## src/rtl/pipe_stage_elastic_pkg.sv

```systemverilog
// Shared pipeline definitions: stage-bundle widths, field offsets
// and NOP bundles used to seed each elastic stage register.
package rv_pipe_pkg;

  localparam int XLEN = 32;
  localparam int RW = 5;
  localparam logic [31:0] NOP_INSTR = 32'h0000_0013;

  typedef enum logic [2:0] {
    CT_NONE = 3'd0,
    CT_ALU = 3'd1,
    CT_LOAD = 3'd2,
    CT_STORE = 3'd3,
    CT_BRANCH = 3'd4,
    CT_JUMP = 3'd5
  } ctrl_e;

  // F/D: {pc, instr}
  localparam int FD_INSTR_LSB = 0;
  localparam int FD_PC_LSB = FD_INSTR_LSB + XLEN;
  localparam int FD_W = FD_PC_LSB + XLEN;

  // D/E: {ctrl, pc, instr, rs1v, rs2v, imm, rs1, rs2, rd}
  localparam int DE_RD_LSB = 0;
  localparam int DE_RS2_LSB = DE_RD_LSB + RW;
  localparam int DE_RS1_LSB = DE_RS2_LSB + RW;
  localparam int DE_IMM_LSB = DE_RS1_LSB + RW;
  localparam int DE_RS2V_LSB = DE_IMM_LSB + XLEN;
  localparam int DE_RS1V_LSB = DE_RS2V_LSB + XLEN;
  localparam int DE_INSTR_LSB = DE_RS1V_LSB + XLEN;
  localparam int DE_PC_LSB = DE_INSTR_LSB + XLEN;
  localparam int DE_CTRL_LSB = DE_PC_LSB + XLEN;
  localparam int DE_W = 3 + XLEN * 5 + RW * 3;

  // E/M: {ctrl, alu, store data, rd}
  localparam int EM_RD_LSB = 0;
  localparam int EM_SDATA_LSB = EM_RD_LSB + RW;
  localparam int EM_ALU_LSB = EM_SDATA_LSB + XLEN;
  localparam int EM_CTRL_LSB = EM_ALU_LSB + XLEN;
  localparam int EM_W = 3 + XLEN * 2 + RW;

  // M/W: {wen, result, rd}
  localparam int MW_RD_LSB = 0;
  localparam int MW_RES_LSB = MW_RD_LSB + RW;
  localparam int MW_WEN_LSB = MW_RES_LSB + XLEN;
  localparam int MW_W = 1 + XLEN + RW;

  function automatic logic [FD_W-1:0] fd_nop();
    logic [FD_W-1:0] b;
    b = '0;
    b[FD_INSTR_LSB +: XLEN] = NOP_INSTR;
    return b;
  endfunction

  function automatic logic [DE_W-1:0] de_nop();
    logic [DE_W-1:0] b;
    b = '0;
    b[DE_INSTR_LSB +: XLEN] = NOP_INSTR;
    b[DE_CTRL_LSB +: 3] = CT_NONE;
    return b;
  endfunction

  function automatic logic [EM_W-1:0] em_nop();
    logic [EM_W-1:0] b;
    b = '0;
    b[EM_CTRL_LSB +: 3] = CT_NONE;
    return b;
  endfunction

  function automatic logic [MW_W-1:0] mw_nop();
    return '0;
  endfunction

endpackage

```

## src/rtl/pipe_stage_elastic_sat.sv

```systemverilog
// Saturating event counter for pipeline performance debug.
// Holds at all-ones once full.
module sat_counter
  import rv_pipe_pkg::*;
#(
  parameter int CNT_W = 16
) (
  input  logic             clk,
  input  logic             reset,
  input  logic             inc,
  output logic [CNT_W-1:0] count
);

  logic full;

  assign full = &count;

  always_ff @(posedge clk) begin
    if (reset) begin
      count <= '0;
    end else if (inc && !full) begin
      count <= count + 1'b1;
    end
  end

endmodule

```

## src/rtl/pipe_stage_elastic.sv

```systemverilog
// Elastic pipeline register with two-entry skid buffer, flush,
// and saturating stall/bubble counters.
module pipe_stage_elastic
  import rv_pipe_pkg::*;
#(
  parameter int WIDTH = 32,
  parameter logic [WIDTH-1:0] NOP_VALUE = {WIDTH{1'b0}},
  parameter int CNT_W = 16
) (
  input  logic             clk,
  input  logic             reset,
  input  logic             flush,
  input  logic             in_valid,
  input  logic [WIDTH-1:0] in_data,
  output logic             in_ready,
  output logic             out_valid,
  output logic [WIDTH-1:0] out_data,
  input  logic             out_ready,
  output logic [CNT_W-1:0] stall_cnt,
  output logic [CNT_W-1:0] bubble_cnt
);

  logic             m_valid;
  logic [WIDTH-1:0] m_data;
  logic             s_valid;
  logic [WIDTH-1:0] s_data;
  logic             acc;
  logic             m_free;
  logic             stall_inc;
  logic             bubble_inc;

  assign in_ready = !s_valid;
  assign out_valid = m_valid;
  assign out_data = m_data;

  assign acc = in_valid && in_ready;
  assign m_free = !m_valid || out_ready;

  assign stall_inc = m_valid && !out_ready;
  assign bubble_inc = !m_valid;

  always_ff @(posedge clk) begin
    if (reset || flush) begin
      m_valid <= 1'b0;
      m_data <= NOP_VALUE;
      s_valid <= 1'b0;
      s_data <= NOP_VALUE;
    end else if (m_free) begin
      // skid always wins; in_ready is low while it is full
      if (s_valid) begin
        m_valid <= 1'b1;
        m_data <= s_data;
        s_valid <= 1'b0;
        s_data <= NOP_VALUE;
      end else if (acc) begin
        m_valid <= 1'b1;
        m_data <= in_data;
      end else begin
        m_valid <= 1'b0;
        m_data <= NOP_VALUE;
      end
    end else if (acc) begin
      s_valid <= 1'b1;
      s_data <= in_data;
    end
  end

  sat_counter #(
    .CNT_W(CNT_W)
  ) u_stall (
    .clk(clk),
    .reset(reset),
    .inc(stall_inc),
    .count(stall_cnt)
  );

  sat_counter #(
    .CNT_W(CNT_W)
  ) u_bubble (
    .clk(clk),
    .reset(reset),
    .inc(bubble_inc),
    .count(bubble_cnt)
  );

endmodule

```

## config.mk

```make
export PLATFORM = sky130hd
export DESIGN_NAME = pipe_stage_elastic
export DESIGN_NICKNAME = d
export VERILOG_FILES = /design/src/rtl/pipe_stage_elastic_pkg.sv /design/src/rtl/pipe_stage_elastic_sat.sv /design/src/rtl/pipe_stage_elastic.sv
export SDC_FILE = /design/constraint.sdc
export NUM_CORES = 1
export LEC_CHECK = 0
export CORE_MARGIN = 2
export CORE_UTILIZATION = 50
export CTS_CLUSTER_SIZE = 16
export DETAILED_ROUTE_END_ITERATION = 10
export DONT_BUFFER_PORTS = 1
export PLACE_DENSITY = 0.71
export SETUP_SLACK_MARGIN = 0.3
export SYNTH_ARGS = -nofsm -noshare
export SYNTH_HDL_FRONTEND = slang
export SYNTH_SLANG_ARGS = --single-unit
```

## constraint.sdc

```tcl
create_clock -name clk -period 2 [get_ports clk]
set_input_delay 0.2 -clock clk [delete_from_list [all_inputs] [get_ports clk]]
set_output_delay 0.2 -clock clk [all_outputs]
set_load 0.01 [all_outputs]
```

# == After elaboration in Yosys (flattened, before gate mapping) ==
# Index checks and enable logic that the tools add are counted.
# totals
regBits,98
inputBits,37
# classes
mux,7
n_eq_ne,1
reduce_logical,16
add_sub_neg,2
# op_table
op,n
2-to-1 mux 32 bit,5
adder 16 x 1 -> 16 bit (second input constant),2
AND reduction 16 bit,2
zero test 1 bit,5
logical AND 1 bit,4
logical OR 1 bit,2
2-to-1 mux 1 bit,2
!= test 2 bit (second input constant),1
AND reduction 2 bit,1
nonzero test 2 bit,1
OR reduction 2 bit,1

# == Logic depth before layout (Yosys ltp) ==
# Gate-level depths: netlist of the first run.
# logic_depth
word_depth,4
depth_mapped,6

# == By module ==
# Synthesis of the first run repeated with hierarchy kept, for this count alone.
# hier_totals
cells_unflattened,412
area_unflattened_um2,4095.2
# by_module_without_submodules
module,instances,seq_area_each_um2,cells_each,area_each_um2
pipe_stage_elastic,1,1321.3,220,2428.6
sat_counter,2,320.3,96,833.3

# == Worst setup path before layout of the first run ==
# OpenSTA, ideal clock, no wires.
# synth_path
path_kind,register -> register
startpoint,reg m_valid (netlist: out_valid)
endpoint,reg u_stall.count[13]
t_required_ns,1.877
arrival_ns,1.513
slack_ns,0.364
n_path_buf,1
setup_time_ns,0.123
path_stages_with_launch,6
cell_sequence,dfxtp_1 -> buf_6 -> and4b_1 -> nand3_2 -> nor4b_1 -> mux2_1
# synth_via
elab_chain_cells,2
# synth_lines
item,line,rtl
from (decl),pipe_stage_elastic.sv:23,logic m_valid;
from (signal assigned),pipe_stage_elastic.sv:44,m_valid <= 1'b0;
from (signal assigned),pipe_stage_elastic.sv:51,m_valid <= 1'b1;
from (signal assigned),pipe_stage_elastic.sv:56,m_valid <= 1'b1;
logical AND 1 bit,pipe_stage_elastic.sv:39,assign stall_inc = m_valid && !out_ready;
logical AND 1 bit,pipe_stage_elastic_sat.sv:21,end else if (inc && !full) begin
to (signal assigned),pipe_stage_elastic_sat.sv:22,count <= count + 1'b1;
to (decl),pipe_stage_elastic_sat.sv:11,output logic [CNT_W-1:0] count
# No other way between the ends.
# A chain may end at the register's enable or synchronous reset.

# == Final worst setup path of the first run ==
# layout_path
startpoint,reg u_stall.count[13]
endpoint,reg u_stall.count[2]
# layout_via
elab_chain_cells,3
# layout_lines
item,line,rtl
AND reduction 16 bit,pipe_stage_elastic_sat.sv:16,assign full = &count;
zero test 1 bit,pipe_stage_elastic_sat.sv:21,
logical AND 1 bit,pipe_stage_elastic_sat.sv:21,
# No other way between the ends.

==> impl_results.md, run 1 <==
* Die ar. at 8850 µm²
* CTS buffer count at 9
* Post-synth EDFFs at 0
* Die height at ~94 µm
* # fillers at 659
* Synth-to-Final Area Change at 19.7%
* Synth warn at 0
* DP HPWL at 6.29 mm
* Final cell count without fillers at around 560
* Final max-slew violation count at 0
* Global-route usage over all layers at a little under a quarter
* CTS root buf: clkbuf_8
* Async SR Flop Fraction at 0%
* Tmin final at between 1.5 and 2 ns
* R2R depth at 5
* FF-to-FF End: u_stall.count[2]$_SDFFE_PP0P_
* Hold Path End: s_valid$_SDFFE_PP0P_
* Max H-tree Level at 3
* RSZ-0062 raised after global routing: true
* Max-cap viol count at 0
* Final Cell Area at ~4900 µm²
* Layout Nets at between 400 and 500
* Power Dens Cells at roughly 720 nW/µm²
* Final Setup Violations at 0
* Ys flop type: dfxtp_1
* Setup TNS at 0 ns
* Reg2reg start: u_stall.count[13]$_SDFFE_PP0P_
* Multi-input logic area at between 2000 and 2500 µm²
* Drt via density at between 6 and 7
* Post-Syn Area at just over 4000 µm²
* Fin. Hold Viols at 0
* Final WL at slightly above 10 mm
* Most frequent cells in the layout: dfxtp_1, nor2_1, nor3_1
* Post-route ant nets at 0
* Initial antenna violation count at 0
* PortBufs at 0
* Share of layout cells above drive strength 1 at 17.1%
* Worst Hold Launch: in_valid
* Final period util at 82.0%
* # diodes at 0
* Placer Congestion at approximately 0.79
* Post-Syn Instances at 424
* Syn_nets at between 400 and 500
* Outcome: completed
* Post-route DRC at 0
* Initial core utilization at 52.0%
* Core Area at about 7800 µm²
* 1st-iter DRT viols at 95
* VDD IR max at between 0.4 and 0.5 mV
* R2R Setup Slk at roughly 0.36 ns
* Most common cell after layout, fill and taps aside: dfxtp_1
* Clk buf depth at 2
* Clk_lat worst skew at 0.36 ns
* Critical Path Fanout Max at 7
* Max-slew headroom at 72.4%
* FF+latch area at between 1500 and 2000 µm²
* Die Width at 94.1 µm
* Reg clk slew, reported paths at roughly 0.090 ns
* Hold Path Stages at 2
* GRT overflow at 0
* Post-Place Cells at between 500 and 600
* Num ports at 103
* Wire length per cell at between 15 and 20 µm
* Largest net degree at the start of global routing at 38
* CP startpoint kind: register
* First-pass GRT wire length at between 15 and 20 mm
* Static Leak at 1.79 nW
* Worst Hold Margin at approximately 0.034 ns
* Fmax at a little over 600 MHz
* Seq/Total Area, Yosys at about half
* Layout Skew at 0.0103 ns
* Sink Count at around 100
* 1st-pass router iterations at 4
* Vias in the first global route at around 3400
* Slew @ Worst Pin at slightly above 0.4 ns
* CP endpoint kind: register
* CP Data Required Time at about 2.3 ns
* Avg Cell Area, Syn at approximately 9.6 µm²
* Hold WC Path Type: in -> reg
* Crit path DAT at approximately 1.9 ns
* CTS tree: built
* Placed cell areas at between 4000 and 5000 µm²
* Worst Setup Path Type: reg -> reg
* DR vias at about 3500
* # rows at 32
* Seq cells post-synth at 98
* Synth unique cells at 52
-- layout make-up --
cell class                      instances  share of cell area (%)
Tap cell                              102                    2.63
Sequential cell                        98                    41.1
Inverter                                4                   0.309
Clock inverter                          4                    1.06
Clock buffer                           12                    2.78
Timing Repair Buffer                   55                    10.7
Multi-Input combinational cell        289                    41.3
-- cell usage after synthesis (2+ instances only) --
library cell,number,area (µm²)
o21ai_0,3,15.0
a221oi_1,32,280
buf_1,2,7.51
o31ai_1,7,52.6
nand4_4,2,42.5
nand4_1,5,31.3
a211oi_1,2,15.0
ha_1,2,25.0
nor2b_1,3,18.8
xnor2_1,5,43.8
o21ai_1,9,45.0
nor4_4,2,42.5
a22o_1,32,280
nand3b_1,2,15.0
nand2_1,12,45.0
or4_1,5,37.5
a21oi_1,21,105
or3_1,13,81.3
clkbuf_1,21,78.8
and4b_1,2,20.0
a31oi_1,2,12.5
nand3_1,9,45.0
nor3_1,41,205
nor2_1,49,184
buf_2,7,35.0
buf_6,3,33.8
inv_1,4,15.0
and4_1,6,52.6
dfxtp_1,98,1960
-- sequential cells by signal (all words and copies together) (netlist names) --
| name | flops |
|---|---|
| out_data | 32 |
| out_valid | 1 |
| s_data | 32 |
| s_valid | 1 |
| u_bubble.count | 16 |
| u_stall.count | 16 |
-- metal layers --
layer  vias up  GRT usage, %  wire length, µm
met5         -             0                0
met4         0          7.97              146
met3        13          5.94              711
met2       111          38.5             5010
met1      1709          29.1             4370
li1       1682             -                -
-- what timing repair did --
action,CTS,global route
hold buffers,32,1
setup endpoints to repair,14,52
buffers inserted,0,3
cloned,0,0
gates resized for setup,7,30
pin swaps,2,6
endpoints found under the hold margin,63,31
-- metrics by stage --
stage	util [%]	worst slack (ns)	total power, mW
6_report	62.2	0.360	3.49
5_1_grt	62.2	0.274	3.63
4_1_cts	60.7	0.243	3.50
3_5_place_dp	53.9	0.209	2.22
3_3_place_gp	53.9	0.255	2.22
2_1_floorplan	-	0.364	2.19
-- logic make-up after synthesis --
family                     after synthesis  share of synthesized area [%]
AOI/OAI and AO/OA                      115                           21.9
xor gates and xnor gates                 6                           1.30
adders and majority gates                2                          0.617
buffers and inverters                   37                           4.19
DFF                                     98                           48.4
muxes                                    1                          0.278
and+or+nand+nor                        165                           23.4
-- critical path, stage by stage (launching register included) --
cell     delay (ns)
dfxtp_1        0.50
nand4_1        0.14
buf_4          0.20
o41ai_4        0.45
xor2_1         0.19
nor2_1         0.05
-- where the power goes --
part / leakage [nW] / switching (mW) / internal (mW)
sequential: 0.804 / 0.0445 / 1.98
combinational: 0.892 / 0.108 / 0.114
clock: 0.0910 / 0.657 / 0.583
-- how the worst max path moves through the flow --
stage                              startpoint                         endpoint  slack [ns]  depth (start not counted)
2_1_floorplan          out_valid$_SDFFE_PP0P_   u_stall.count[13]$_SDFFE_PP0P_        0.36                          5
3_3_place_gp    u_stall.count[0]$_SDFFE_PP0P_   u_stall.count[14]$_SDFFE_PP0P_        0.26                          5
3_5_place_dp           out_valid$_SDFFE_PP0P_   u_stall.count[13]$_SDFFE_PP0P_        0.21                          4
4_1_cts         u_stall.count[3]$_SDFFE_PP0P_   u_stall.count[13]$_SDFFE_PP0P_        0.24                          4
5_1_grt        u_bubble.count[1]$_SDFFE_PP0P_  u_bubble.count[14]$_SDFFE_PP0P_        0.27                          5
6_report       u_stall.count[13]$_SDFFE_PP0P_    u_stall.count[2]$_SDFFE_PP0P_        0.36                          5
No activity file was read; power rests on OpenSTA's default activity.
==> run 2: changes to the inputs <==
PLACE_DENSITY = 0.74   (was 0.71)
clock period = 1.5 ns   (was 2 ns; I/O delays follow)
==> impl_results.md, run 2 (synthesized netlist as in run 1, its figures left out) <==
* Outcome: finished, violations left (was completed)
* Violated checks: negative setup slack
* Post-route DRC at 0 (unchanged)
* Crit path DAT at 1.88 ns (was 1.89 ns)
* Slew @ Worst Pin at 0.444 ns (was 0.414 ns)
* CTS buffer count at 9 (unchanged)
* Hold Path Stages at 2 (unchanged)
* Sink Count at 98 (unchanged)
* R2R depth at 7 (was 5)
* Layout Skew at 0.0145 ns (was 0.0103 ns)
* FF-to-FF End: s_data[20]$_SDFFE_PP0P_ (was u_stall.count[2]$_SDFFE_PP0P_)
* Critical path, cell by cell: buf_6, nor2b_4, nor2_4, a211oi_4, buf_6, clkbuf_16, a22o_1 (was nand4_1, buf_4, o41ai_4, xor2_1, nor2_1)
* Power Dens Cells at 774 nW/µm² (was 718 nW/µm²)
* DP HPWL at 7.34 mm (was 6.29 mm)
* Multi-input logic area at 2750 µm² (was 2010 µm²)
* Final Cell Area at 6430 µm² (was 4860 µm²)
* Max-slew headroom at 70.4% (was 72.4%)
* Synth-to-Final Area Change at 58.5% (was 19.7%)
* # rows at 32 (unchanged)
* Final Setup Violations at 35 (was 0)
* CP Capture Point: s_data[20]$_SDFFE_PP0P_ (was u_stall.count[2]$_SDFFE_PP0P_)
* Tmin final at 1.56 ns (was 1.64 ns)
* 1st-pass router iterations at 4 (unchanged)
* Critical Path Fanout Max at 6 (was 7)
* Core Area at 7810 µm² (unchanged)
* R2R Setup Slk at -0.06 ns (was 0.36 ns)
* Fin. Hold Viols at 0 (unchanged)
* CP startpoint kind: register (unchanged)
* # fillers at 437 (was 659)
* GRT overflow at 0 (unchanged)
* Placed cell areas at 4800 µm² (was 4210 µm²)
* CP max stage delay at 0.40 ns (was 0.50 ns)
* Wire length per cell at 20.9 µm (was 18.1 µm)
* Hold WC Path Type: in -> reg (unchanged)
* Layout Nets at 570 (was 496)
* 1st-iter DRT viols at 134 (was 95)
* Max-cap viol count at 0 (unchanged)
* RSZ-0062 raised after global routing: true (unchanged)
* Crit path top cell by count: buf_6
* Clk_lat worst skew at 0.37 ns (was 0.36 ns)
* Post-route ant nets at 0 (unchanged)
* WP depth at 7 (was 5)
* Drt via density at 6.26 (was 6.23)
* Most frequent cells in the layout: dfxtp_1, buf_4, nor2_1 (was dfxtp_1, nor2_1, nor3_1)
* VDD IR max at 0.549 mV (was 0.419 mV)
* FF+latch area at 2050 µm² (was 2000 µm²)
* Fmax at 640 MHz (was 610 MHz)
* Num ports at 103 (unchanged)
* First-pass GRT wire length at 19.6 mm (was 16.5 mm)
* CP endpoint kind: register (unchanged)
* Final period util at 104% (was 82.0%)
* CTS tree: built (unchanged)
* Share of layout cells above drive strength 1 at 47.2% (was 17.1%)
* Final WL at 13.4 mm (was 10.2 mm)
* Max H-tree Level at 3 (unchanged)
* CP Data Required Time at 1.82 ns (was 2.25 ns)
* Reg clk slew, reported paths at 0.11 ns (was 0.09 ns)
* PortBufs at 0 (unchanged)
* Worst Setup Path Type: reg -> reg (unchanged)
* Most common cell after layout, fill and taps aside: dfxtp_1 (unchanged)
* CTS root buf: clkbuf_8 (unchanged)
* Final core utilization at 82.4% (was 62.2%)
* Initial antenna violation count at 1 (was 0)
* Die ar. at 8850 µm² (unchanged)
* Final max-slew violation count at 0 (unchanged)
* Clk buf depth at 2 (unchanged)
* Placer Congestion at 0.783 (was 0.787)
* Critical-path top delay cell: dfxtp_4 (was dfxtp_1)
* Critical path's top delay family: buffers and inverters (was flip-flops)
* Static Leak at 2.43 nW (was 1.79 nW)
* Largest net degree at the start of global routing at 36 (was 38)
* Worst slack, placed at -0.0860 ns (was 0.209 ns)
* Final WS setup at -0.0630 ns (was 0.360 ns)
* Vias in the first global route at 4015 (was 3395)
* Die height at 94.1 µm (unchanged)
* Reg2reg start: out_valid$_SDFFE_PP0P_ (was u_stall.count[13]$_SDFFE_PP0P_)
* Global-route usage over all layers at 27.8% (was 23.2%)
* Setup crit start: out_valid$_SDFFE_PP0P_ (was u_stall.count[13]$_SDFFE_PP0P_)
* Initial core utilization at 52.0% (unchanged)
* Worst Path Buf+Inv at 3 (was 1)
* DR vias at 3999 (was 3515)
* Die Width at 94.1 µm (unchanged)
-- run 2: changes by cell type in the layout (fill, tap and decap cells not counted), moves of 12 or more --
cell / previous run / this run
a221oi_2: 0 / 14
buf_4: 20 / 64
nor3_2: 0 / 12
a221oi_1: 32 / 0
dfxtp_4: 4 / 20
a221oi_4: 0 / 18
nor3_1: 41 / 28
buf_6: 1 / 17
-- run 2: area by class of cell --
cell class	count	share of cell area (%)
antenna	1	0.0389
clock buffer	9	1.93
clock inverter	7	1.23
inverter	4	0.233
multi-input combinational	290	42.7
sequential	98	31.9
tap	102	1.98
timing repair buffer	128	20.0
-- run 2: layer usage --
layer  vias to the layer above  global-route usage, %  wire (µm)
met3                        22                   5.38        713
li1                       1854                      -          -
met4                         0                   10.5        263
met5                         -                      0          0
met2                       145                   50.0       7240
met1                      1978                   32.5       5160
-- run 2: timing repair --
item | 4_1_cts | 5_1_grt
hold endpoints to repair | 96 | 32
resized for setup | 60 | 81
buffers inserted | 13 | 9
pin swaps | 15 | 29
hold buffers | 33 | 2
endpoints found under the setup margin | 98 | 99
cloned | 6 | 3
-- run 2: worst min-delay path by stage --
stage | from | endpoint
final | in_data[30] | out_data[30]$_SDFFE_PP0P_
after global routing | in_data[30] | out_data[30]$_SDFFE_PP0P_
after CTS | reset | u_stall.count[12]$_SDFFE_PP0P_
after detailed placement | reset | u_stall.count[5]$_SDFFE_PP0P_
after global placement | reset | u_stall.count[12]$_SDFFE_PP0P_
after floorplan | in_data[0] | s_data[0]$_SDFFE_PP0P_
-- run 2: through the flow --
stage          TNS [ns]  hold WS [ns]  power [mW]  cells
6_report          -1.15        0.0126        4.98    639
5_1_grt           -2.36       0.00695        5.15    639
4_1_cts               0        -0.185        4.86    624
3_5_place_dp     -0.157         0.217        3.00    556
3_3_place_gp   -0.00246         0.213        2.99    556
2_1_floorplan   -0.0351         0.283        2.94    424
-- run 2: report_power, final --
group	leakage, nW	internal [mW]	switching (mW)
clock network	0.104	0.674	1.07
registers	0.814	2.61	0.0532
logic	1.52	0.294	0.266
-- run 2: worst register-to-register path, cell delays in order (launching register included) --
cell	delay (ns)
dfxtp_4	0.40
buf_6	0.11
nor2b_4	0.22
nor2_4	0.05
a211oi_4	0.29
buf_6	0.18
clkbuf_16	0.15
a22o_1	0.13
==> run 3: changes to the inputs <==
MAX_ROUTING_LAYER = met4   (was default)
==> impl_results.md, run 3 (synthesized netlist as in run 1, its figures left out) <==
* FF+latch area at 2050 µm² (unchanged)
* Most common cell after layout, fill and taps aside: dfxtp_1 (unchanged)
* Sink Count at 98 (unchanged)
* Critical-path top delay cell: dfxtp_4 (unchanged)
* Crit path top cell by count: buf_6 (unchanged)
* Outcome: finished, violations left (unchanged)
* CP endpoint kind: register (unchanged)
* Critical Path Fanout Max at 6 (unchanged)
* Most frequent cells in the layout: dfxtp_1, buf_4, nor2_1 (unchanged)
* Final Cell Area at 6460 µm² (was 6430 µm²)
* CTS tree: built (unchanged)
* Final cell count without fillers at 639 (unchanged)
* Worst slack, placed at -0.0860 ns (unchanged)
* Max-cap viol count at 0 (unchanged)
* # rows at 32 (unchanged)
* VDD IR max at 0.667 mV (was 0.549 mV)
* DR vias at 4074 (was 3999)
* Fin. Hold Viols at 0 (unchanged)
* Final max-slew violation count at 0 (unchanged)
* Worst Path Buf+Inv at 3 (unchanged)
* Die height at 94.1 µm (unchanged)
* Hold WC Path Type: in -> reg (unchanged)
* Post-route ant nets at 0 (unchanged)
* Layout Skew at 0.0131 ns (was 0.0145 ns)
* CP max stage delay at 0.40 ns (about the same)
* Die Width at 94.1 µm (unchanged)
* Layout Nets at 571 (was 570)
* Share of layout cells above drive strength 1 at 47.1% (was 47.2%)
* Fmax at 632 MHz (was 640 MHz)
* Final period util at 106% (was 104%)
* Critical path, cell by cell: buf_6, nor2b_4, nor2_4, a211oi_4, buf_6, clkbuf_16, a22o_1 (unchanged)
* CP startpoint kind: register (unchanged)
* First-pass GRT wire length at 19.6 mm (unchanged)
* Max H-tree Level at 3 (unchanged)
* Final WS setup at -0.0827 ns (was -0.0630 ns)
* Worst Hold Margin at 0.0165 ns (was 0.0126 ns)
* Drt via density at 6.38 (was 6.26)
* Clk_lat worst skew at 0.38 ns (was 0.37 ns)
* Power, Total at 4.98 mW (about the same)
* Tmin final at 1.58 ns (was 1.56 ns)
* Die ar. at 8850 µm² (unchanged)
* Final core utilization at 82.8% (was 82.4%)
* Post-Place Cells at 556 (unchanged)
* Setup TNS at -1.20 ns (was -1.15 ns)
* CP Data Required Time at 1.82 ns (about the same)
* PortBufs at 0 (unchanged)
* RSZ-0062 raised after global routing: true (unchanged)
* Largest net degree at the start of global routing at 36 (unchanged)
* Worst Setup Path Type: reg -> reg (unchanged)
* Final WL at 13.6 mm (was 13.4 mm)
* DP HPWL at 7.34 mm (unchanged)
* Num ports at 103 (unchanged)
* 1st-iter DRT viols at 137 (was 134)
* Slew @ Worst Pin at 0.453 ns (was 0.444 ns)
* CTS buffer count at 9 (unchanged)
* Initial antenna violation count at 0 (was 1)
* Violated checks: negative setup slack (unchanged)
* Placer Congestion at 0.794 (was 0.783)
* Initial core utilization at 52.0% (unchanged)
* Max-slew headroom at 69.8% (was 70.4%)
* Static Leak at 2.45 nW (was 2.43 nW)
* # diodes at 0 (was 1)
* Clk buf depth at 2 (unchanged)
* Crit path DAT at 1.90 ns (was 1.88 ns)
* CTS root buf: clkbuf_8 (unchanged)
* Vias in the first global route at 4013 (was 4015)
* Wire length per cell at 21.3 µm (was 20.9 µm)
* Post-route DRC at 0 (unchanged)
* Reg clk slew, reported paths at 0.11 ns (about the same)
* Placed cell areas at 4800 µm² (unchanged)
* Synth-to-Final Area Change at 59.3% (was 58.5%)
* Power Dens Cells at 771 nW/µm² (was 774 nW/µm²)
* GRT overflow at 0 (unchanged)
* Multi-input logic area at 2750 µm² (about the same)
* Critical path's top delay family: buffers and inverters (unchanged)
* 1st-pass router iterations at 5 (was 4)
* Global-route usage over all layers at 28.6% (was 27.8%)
* Final Setup Violations at 34 (was 35)
* Core Area at 7810 µm² (unchanged)
* # fillers at 427 (was 437)
==> run 3: cell type report <==
cell class,instances,area share [%]
Multi-Input combinational cell,290,42.5
Sequential cell,98,31.7
Timing Repair Buffer,129,20.4
Tap cell,102,1.97
Clock buffer,9,1.92
Clock inverter,7,1.22
Inverter,4,0.232
==> run 3: final timing paths <==
kind / startpoint / to / slack, ns / cells after the start
max reg2reg: out_valid$_SDFFE_PP0P_ / s_data[13]$_SDFFE_PP0P_ / -0.08 / 7
min reg2reg: s_data[26]$_SDFFE_PP0P_ / s_data[26]$_SDFFE_PP0P_ / 0.51 / 1
min: in_data[30] / out_data[30]$_SDFFE_PP0P_ / 0.02 / 2
max: out_valid$_SDFFE_PP0P_ / s_data[13]$_SDFFE_PP0P_ / -0.08 / 7
==> run 3: where the power goes <==
group,internal [mW],total (mW),switching (mW)
clock,0.673,1.75,1.07
sequential,2.61,2.67,0.0533
combinational,0.300,0.568,0.268
==> run 3: repair_timing <==
action                                 CTS  global route
setup endpoints to repair               98           100
cloned                                   6             4
pin swaps                               15            28
resized for setup                       60            81
endpoints found under the hold margin   96            32
hold buffers                            33             2
buffers inserted                        13             9
==> run 3: worst register-to-register path, stage by stage (launching register included) <==
cell       delay [ns]
dfxtp_4          0.40
buf_6            0.11
nor2b_4          0.22
nor2_4           0.05
a211oi_4         0.29
buf_6            0.18
clkbuf_16        0.15
a22o_1           0.14
==> run 3: metal layers <==
layer	routed length, µm	global-route usage, %	part of all wire [%]
met2	7390	49.8	54
met4	306	9.42	2.3
met5	0	-	0
met1	5160	33.0	38
met3	738	5.94	5.4
